## src/rtl/icache_refill.sv

```systemverilog
// I-cache refill engine: one miss -> one line request -> NUM_BEATS beats -> one data-array write (write 2+NUM_BEATS cycles after accept, no stalls).
// Backpressure: miss_ready_o only in IDLE, stalls on mem_req_ready_i/mem_rsp_valid_i; ICACHE_REFILL_ERR_EN adds beat error reporting.
module icache_refill #(
  parameter int NUM_WAYS            = 4,
  parameter int NUM_BANKS           = 4,
  parameter int SETS_PER_BANK_WIDTH = 8,
  parameter int BLOCK_WIDTH         = 512,
  parameter int BEAT_WIDTH          = 64,
  parameter int ADDR_WIDTH          = 32,
  localparam int NUM_BEATS = BLOCK_WIDTH / BEAT_WIDTH,
  localparam int OFS_W     = $clog2(BLOCK_WIDTH / 8),
  localparam int BSEL_W    = $clog2(NUM_BANKS)
) (
  input  logic                           clk_i,
  input  logic                           rst_ni,
  input  logic                           miss_valid_i,
  output logic                           miss_ready_o,
  input  logic [ADDR_WIDTH-1:0]          miss_addr_i,
  input  logic [NUM_WAYS-1:0]            miss_way_i,
  output logic                           mem_req_valid_o,
  input  logic                           mem_req_ready_i,
  output logic [ADDR_WIDTH-1:0]          mem_req_addr_o,
  input  logic                           mem_rsp_valid_i,
  output logic                           mem_rsp_ready_o,
  input  logic [BEAT_WIDTH-1:0]          mem_rsp_data_i,
  output logic [SETS_PER_BANK_WIDTH-1:0] w_bank_addr_o,
  output logic [BSEL_W-1:0]              w_bank_sel_o,
  output logic [NUM_WAYS-1:0]            we_way_mask_o,
  output logic [BLOCK_WIDTH-1:0]         wdata_o,
`ifdef ICACHE_REFILL_ERR_EN
  input  logic                           mem_rsp_err_i,
  output logic                           refill_err_o,
`endif
  output logic                           refill_done_o
);

  localparam int CNT_W = (NUM_BEATS > 1) ? $clog2(NUM_BEATS) : 1;
  localparam logic [ADDR_WIDTH-1:0] OFS_MASK = ADDR_WIDTH'((BLOCK_WIDTH / 8) - 1);
  localparam logic [CNT_W-1:0] LAST_BEAT = CNT_W'(NUM_BEATS - 1);

  typedef enum logic [1:0] {IDLE, REQ, RECV, WRITE} state_e;

  state_e                  state_q, state_d;
  logic [ADDR_WIDTH-1:0]   addr_q;
  logic [NUM_WAYS-1:0]     way_q;
  logic [CNT_W-1:0]        cnt_q;
  logic [BLOCK_WIDTH-1:0]  line_q;
  logic                    accept;
  logic                    beat;
  logic                    last_beat;
  logic                    wr_block;

  assign accept    = (state_q == IDLE) && miss_valid_i;
  assign beat      = (state_q == RECV) && mem_rsp_valid_i;
  assign last_beat = beat && (cnt_q == LAST_BEAT);

  always_ff @(posedge clk_i or negedge rst_ni) begin
    if (!rst_ni) state_q <= IDLE;
    else         state_q <= state_d;
  end

  always_comb begin
    state_d         = state_q;
    miss_ready_o    = 1'b0;
    mem_req_valid_o = 1'b0;
    mem_rsp_ready_o = 1'b0;
    we_way_mask_o   = '0;
    refill_done_o   = 1'b0;
    case (state_q)
      IDLE: begin
        miss_ready_o = 1'b1;
        if (miss_valid_i) state_d = REQ;
      end
      REQ: begin
        mem_req_valid_o = 1'b1;
        if (mem_req_ready_i) state_d = RECV;
      end
      RECV: begin
        mem_rsp_ready_o = 1'b1;
        if (last_beat) state_d = WRITE;
      end
      WRITE: begin
        refill_done_o = 1'b1;
        if (!wr_block) we_way_mask_o = way_q;
        state_d = IDLE;
      end
      default: state_d = IDLE;
    endcase
  end

  always_ff @(posedge clk_i or negedge rst_ni) begin
    if (!rst_ni) begin
      addr_q <= '0;
      way_q  <= '0;
      cnt_q  <= '0;
      line_q <= '0;
    end else begin
      if (accept) begin
        addr_q <= miss_addr_i & ~OFS_MASK;
        way_q  <= miss_way_i;
        cnt_q  <= '0;
      end
      if (beat) begin
        // Beat k lands at bits [k*BEAT_WIDTH +: BEAT_WIDTH]; beat 0 is the LSBs.
        line_q[cnt_q*BEAT_WIDTH +: BEAT_WIDTH] <= mem_rsp_data_i;
        cnt_q <= last_beat ? '0 : cnt_q + 1'b1;
      end
    end
  end

`ifdef ICACHE_REFILL_ERR_EN
  logic err_q;

  // Sticky across the whole refill; remaining beats are still drained.
  always_ff @(posedge clk_i or negedge rst_ni) begin
    if (!rst_ni)                     err_q <= 1'b0;
    else if (accept)                 err_q <= 1'b0;
    else if (beat && mem_rsp_err_i)  err_q <= 1'b1;
  end

  assign wr_block     = err_q;
  assign refill_err_o = (state_q == WRITE) && err_q;
`else
  assign wr_block = 1'b0;
`endif

  assign mem_req_addr_o = addr_q;
  assign w_bank_addr_o  = addr_q[OFS_W+BSEL_W +: SETS_PER_BANK_WIDTH];
  assign w_bank_sel_o   = addr_q[OFS_W +: BSEL_W];
  assign wdata_o        = line_q;

endmodule

```

## config.mk

```make
export PLATFORM = sky130hd
export DESIGN_NAME = icache_refill
export DESIGN_NICKNAME = d
export VERILOG_FILES = /design/src/rtl/icache_refill.sv
export SDC_FILE = /design/constraint.sdc
export NUM_CORES = 1
export LEC_CHECK = 0
export CAP_MARGIN = 20
export CELL_PAD_IN_SITES_DETAIL_PLACEMENT = 1
export CELL_PAD_IN_SITES_GLOBAL_PLACEMENT = 1
export CORE_AREA = 3 3 260 262
export CTS_CLUSTER_DIAMETER = 80
export DETAILED_ROUTE_END_ITERATION = 8
export DIE_AREA = 0 0 263 265
export PLACE_DENSITY_LB_ADDON = 0.1
export SLEW_MARGIN = 0
export SYNTH_ARGS = -nofsm -noshare
export SYNTH_HDL_FRONTEND = slang
export SYNTH_SLANG_ARGS = --single-unit
```

## constraint.sdc

```tcl
create_clock -name clk_i -period 3.3 [get_ports clk_i]
set_input_delay 0.825 -clock clk_i [delete_from_list [all_inputs] [get_ports clk_i]]
set_output_delay 0.825 -clock clk_i [all_outputs]
set_load 0.005 [all_outputs]
```

==> flow_summary.json <==
{
  "slew_viol_final": 0,
  "drtPass1Iterations": 4,
  "io_pins": 667,
  "max_freq_ghz": 0.328,
  "die_w_um": 263,
  "ant_nets": 0,
  "cpPeakStageDelay_ns": 0.54,
  "syn_inst": 1682,
  "cp-start-kind": "flop",
  "fin_nets": 2464,
  "avgViaCountPerCell": 4.89,
  "grt_usage_pct": 24.0,
  "relSlewSlack_pct": 29.6,
  "grt_pass1_vias": 17800,
  "hold_path.class": "in2async",
  "mostFrequentLayoutCell": "clkdlybuf4s50_1",
  "hold_viol_final": 0,
  "ctsHoldBuffers": 0,
  "synth_area_mm2": 0.0234,
  "worstPathCellList": "ha_1 -> and2_1 -> clkdlybuf4s50_1",
  "die_area_mm2": 0.0697,
  "initial_core_util_pct": 35.7,
  "clockRootBuffer": "clkbuf_16",
  "portBuffers": 654,
  "skew_ns": 0.0156,
  "synth_edf_count": 0,
  "cts_buffer_depth": 3,
  "htree_levels": 2,
  "row_count": 94,
  "vias": 15900,
  "synth_top_area_share_pct": 58.4,
  "grt_setup_unrepaired": "false",
  "antenna_cells": 0,
  "ff_latch_area_mm2": 0.0137,
  "ys_types": 41,
  "final_core_util_pct": 50.1,
  "avgSynthCellArea_um2": 13.9,
  "worst-path-max-fanout": 5,
  "crit_slowest_cell": "clkdlybuf4s50_1",
  "multi_input_area_mm2": 0.00842,
  "drc": 0,
  "cp.required_ns": 2.47,
  "p_leak_uw": 0.0159,
  "cts_tree": "done",
  "cts_sinks": 547,
  "critPathKind": "reg2out",
  "crit_buf_inv": 1,
  "die_h_um": 265,
  "cap_violations": 0,
  "ctsResizeCount": 0,
  "vdd_drop_max_v": 0.000509,
  "area_delta_synth_final_pct": 40.4,
  "met1_usage_pct": 28.6,
  "synthFlopType": "dfrtp_1",
  "period_share_pct": 92.4,
  "cp.arrival_ns": 2.22,
  "clk_latency_ns": 0.62,
  "async_reset_ff_share_pct": 100,
  "final.min_clock_period_ns": 3.05,
  "post_cts_buffers": 0,
  "core_area_mm2": 0.0656,
  "post_drt_wl_per_cell_um": 26.2,
  "wirelength_um": 85300,
  "grt-ovfl-total": 0,
  "grt_max_degree": 77,
  "grt_use_met3_pct": 6.86,
  "yosys.area.top_type": "dfrtp_1",
  "ys_warn_count": 0,
  "seq_area_frac_synth_pct": 58.4,
  "hpwlAfterDp_um": 61400,
  "ys_ff_latch": 547,
  "clk_pin_slew_worst_paths_ns": 0.06,
  "use_met2_pct": 42.6,
  "gp_congestion": 0.809,
  "path_depth": 3,
  "synth.area.top_cells": "dfrtp_1, mux2_2, mux2i_1, mux2_4, mux2_1",
  "cp_top_family": "buffers and inverters",
  "drt_iter0_markers": 660,
  "drive_gt1_share_pct": 21.3,
  "antenna_found_initial": 2,
  "nFillCells": 6567,
  "numCtsBuffers": 61,
  "grt_pass1_wl_um": 125000,
  "worst_slew_pin_slew_ns": 1.05,
  "layout_common_cells": "clkdlybuf4s50_1, dfrtp_1, mux2_2, inv_1, nand2_1",
  "grt.busiest_layer": "met2",
  "worstRegToRegCells": 6,
  "setup_viol": 0,
  "pwr_density_cell_mw_per_mm2": 728,
  "fin_tns_setup_ns": 0,
  "endpoint_kind": "output pin",
  "status": "finished clean"
}
routing by layer:
metal / share of wire (%) / routed length [um]
met1: 40 / 34200
met4: 2.7 / 2280
met5: 0.015 / 13
met3: 6.4 / 5430
met2: 51 / 43400
power breakdown:
group | total (uW) | internal [uW] | switching, uW
logic | 8290 | 4460 | 3840
registers | 8900 | 8080 | 818
clock network | 6740 | 3970 | 2770
total | 23900 | 16500 | 7420
stage by stage:
stage	setup slack (ns)	cells	hold WS, ns	power [uW]	instance area [um^2]
5_1_grt	0.129	3255	0.114	25200	32900
3_3_place_gp	0.0439	3147	0.468	17200	30900
4_1_cts	0.149	3255	0.0823	24300	32900
2_1_floorplan	0.650	1687	0.471	12400	23400
3_5_place_dp	0.0184	3147	0.477	17400	30900
6_report	0.251	3255	0.103	23900	32900
Yosys cell counts (3+ instances only):
cell      number
and2_1       119
and3_1        56
and3_2         7
buf_12         8
buf_2         12
buf_4         45
buf_6         18
buf_8          3
clkbuf_1      24
dfrtp_1      547
ha_1          13
inv_1        129
mux2_1        83
mux2_2       266
mux2_4        73
mux2i_1      121
nand2_1      124
nor3b_1        4
nor4b_1        3
registers in the layout (all words and copies together) (netlist names):
register	cells
state_q	2
mem_req_addr_o	26
cnt_q	3
way_q	4
wdata_o	512
area by class of cell:
cell class / count / share of cell area, %
clock inverter: 11 / 0.419
sequential: 547 / 41.6
timing repair buffer: 709 / 22.1
inverter: 129 / 1.47
tap: 864 / 3.29
multi-input combinational: 898 / 25.6
clock buffer: 97 / 5.54
final timing paths:
path / startpoint / to / slack [ns]
min in group clk_i: wdata_o[188] / wdata_o[188] / 0.49
hold / removal: rst_ni / wdata_o[17] / 0.10
hold reg to reg: wdata_o[188] / wdata_o[188] / 0.49
setup reg to reg: cnt_q[1] / wdata_o[395] / 0.29
setup / recovery: state_q[0] / we_way_mask_o[3] / 0.25
max in group asynchronous: rst_ni / wdata_o[66] / 2.25
cells by family (layout without fill, tap and decap cells):
group / after synthesis / in the layout / synth area share, %
muxes: 543 / 543 / 26.6
DFF: 547 / 547 / 58.4
AOI/OAI and AO/OA: 7 / 7 / 0.251
buffers and inverters: 242 / 946 / 5.95
and+or+nand+nor: 329 / 329 / 8.04
other: 1 / 6 / 0.0160
adders and majority gates: 13 / 13 / 0.694
worst reg2reg max path, stage by stage, from the launching register on:
cell	delay (ns)
dfrtp_1	0.48
inv_1	0.12
ha_2	0.19
ha_1	0.39
nor4b_2	0.95
buf_4	0.37
mux2_2	0.37
No activity file was read; power rests on OpenSTA's default activity.
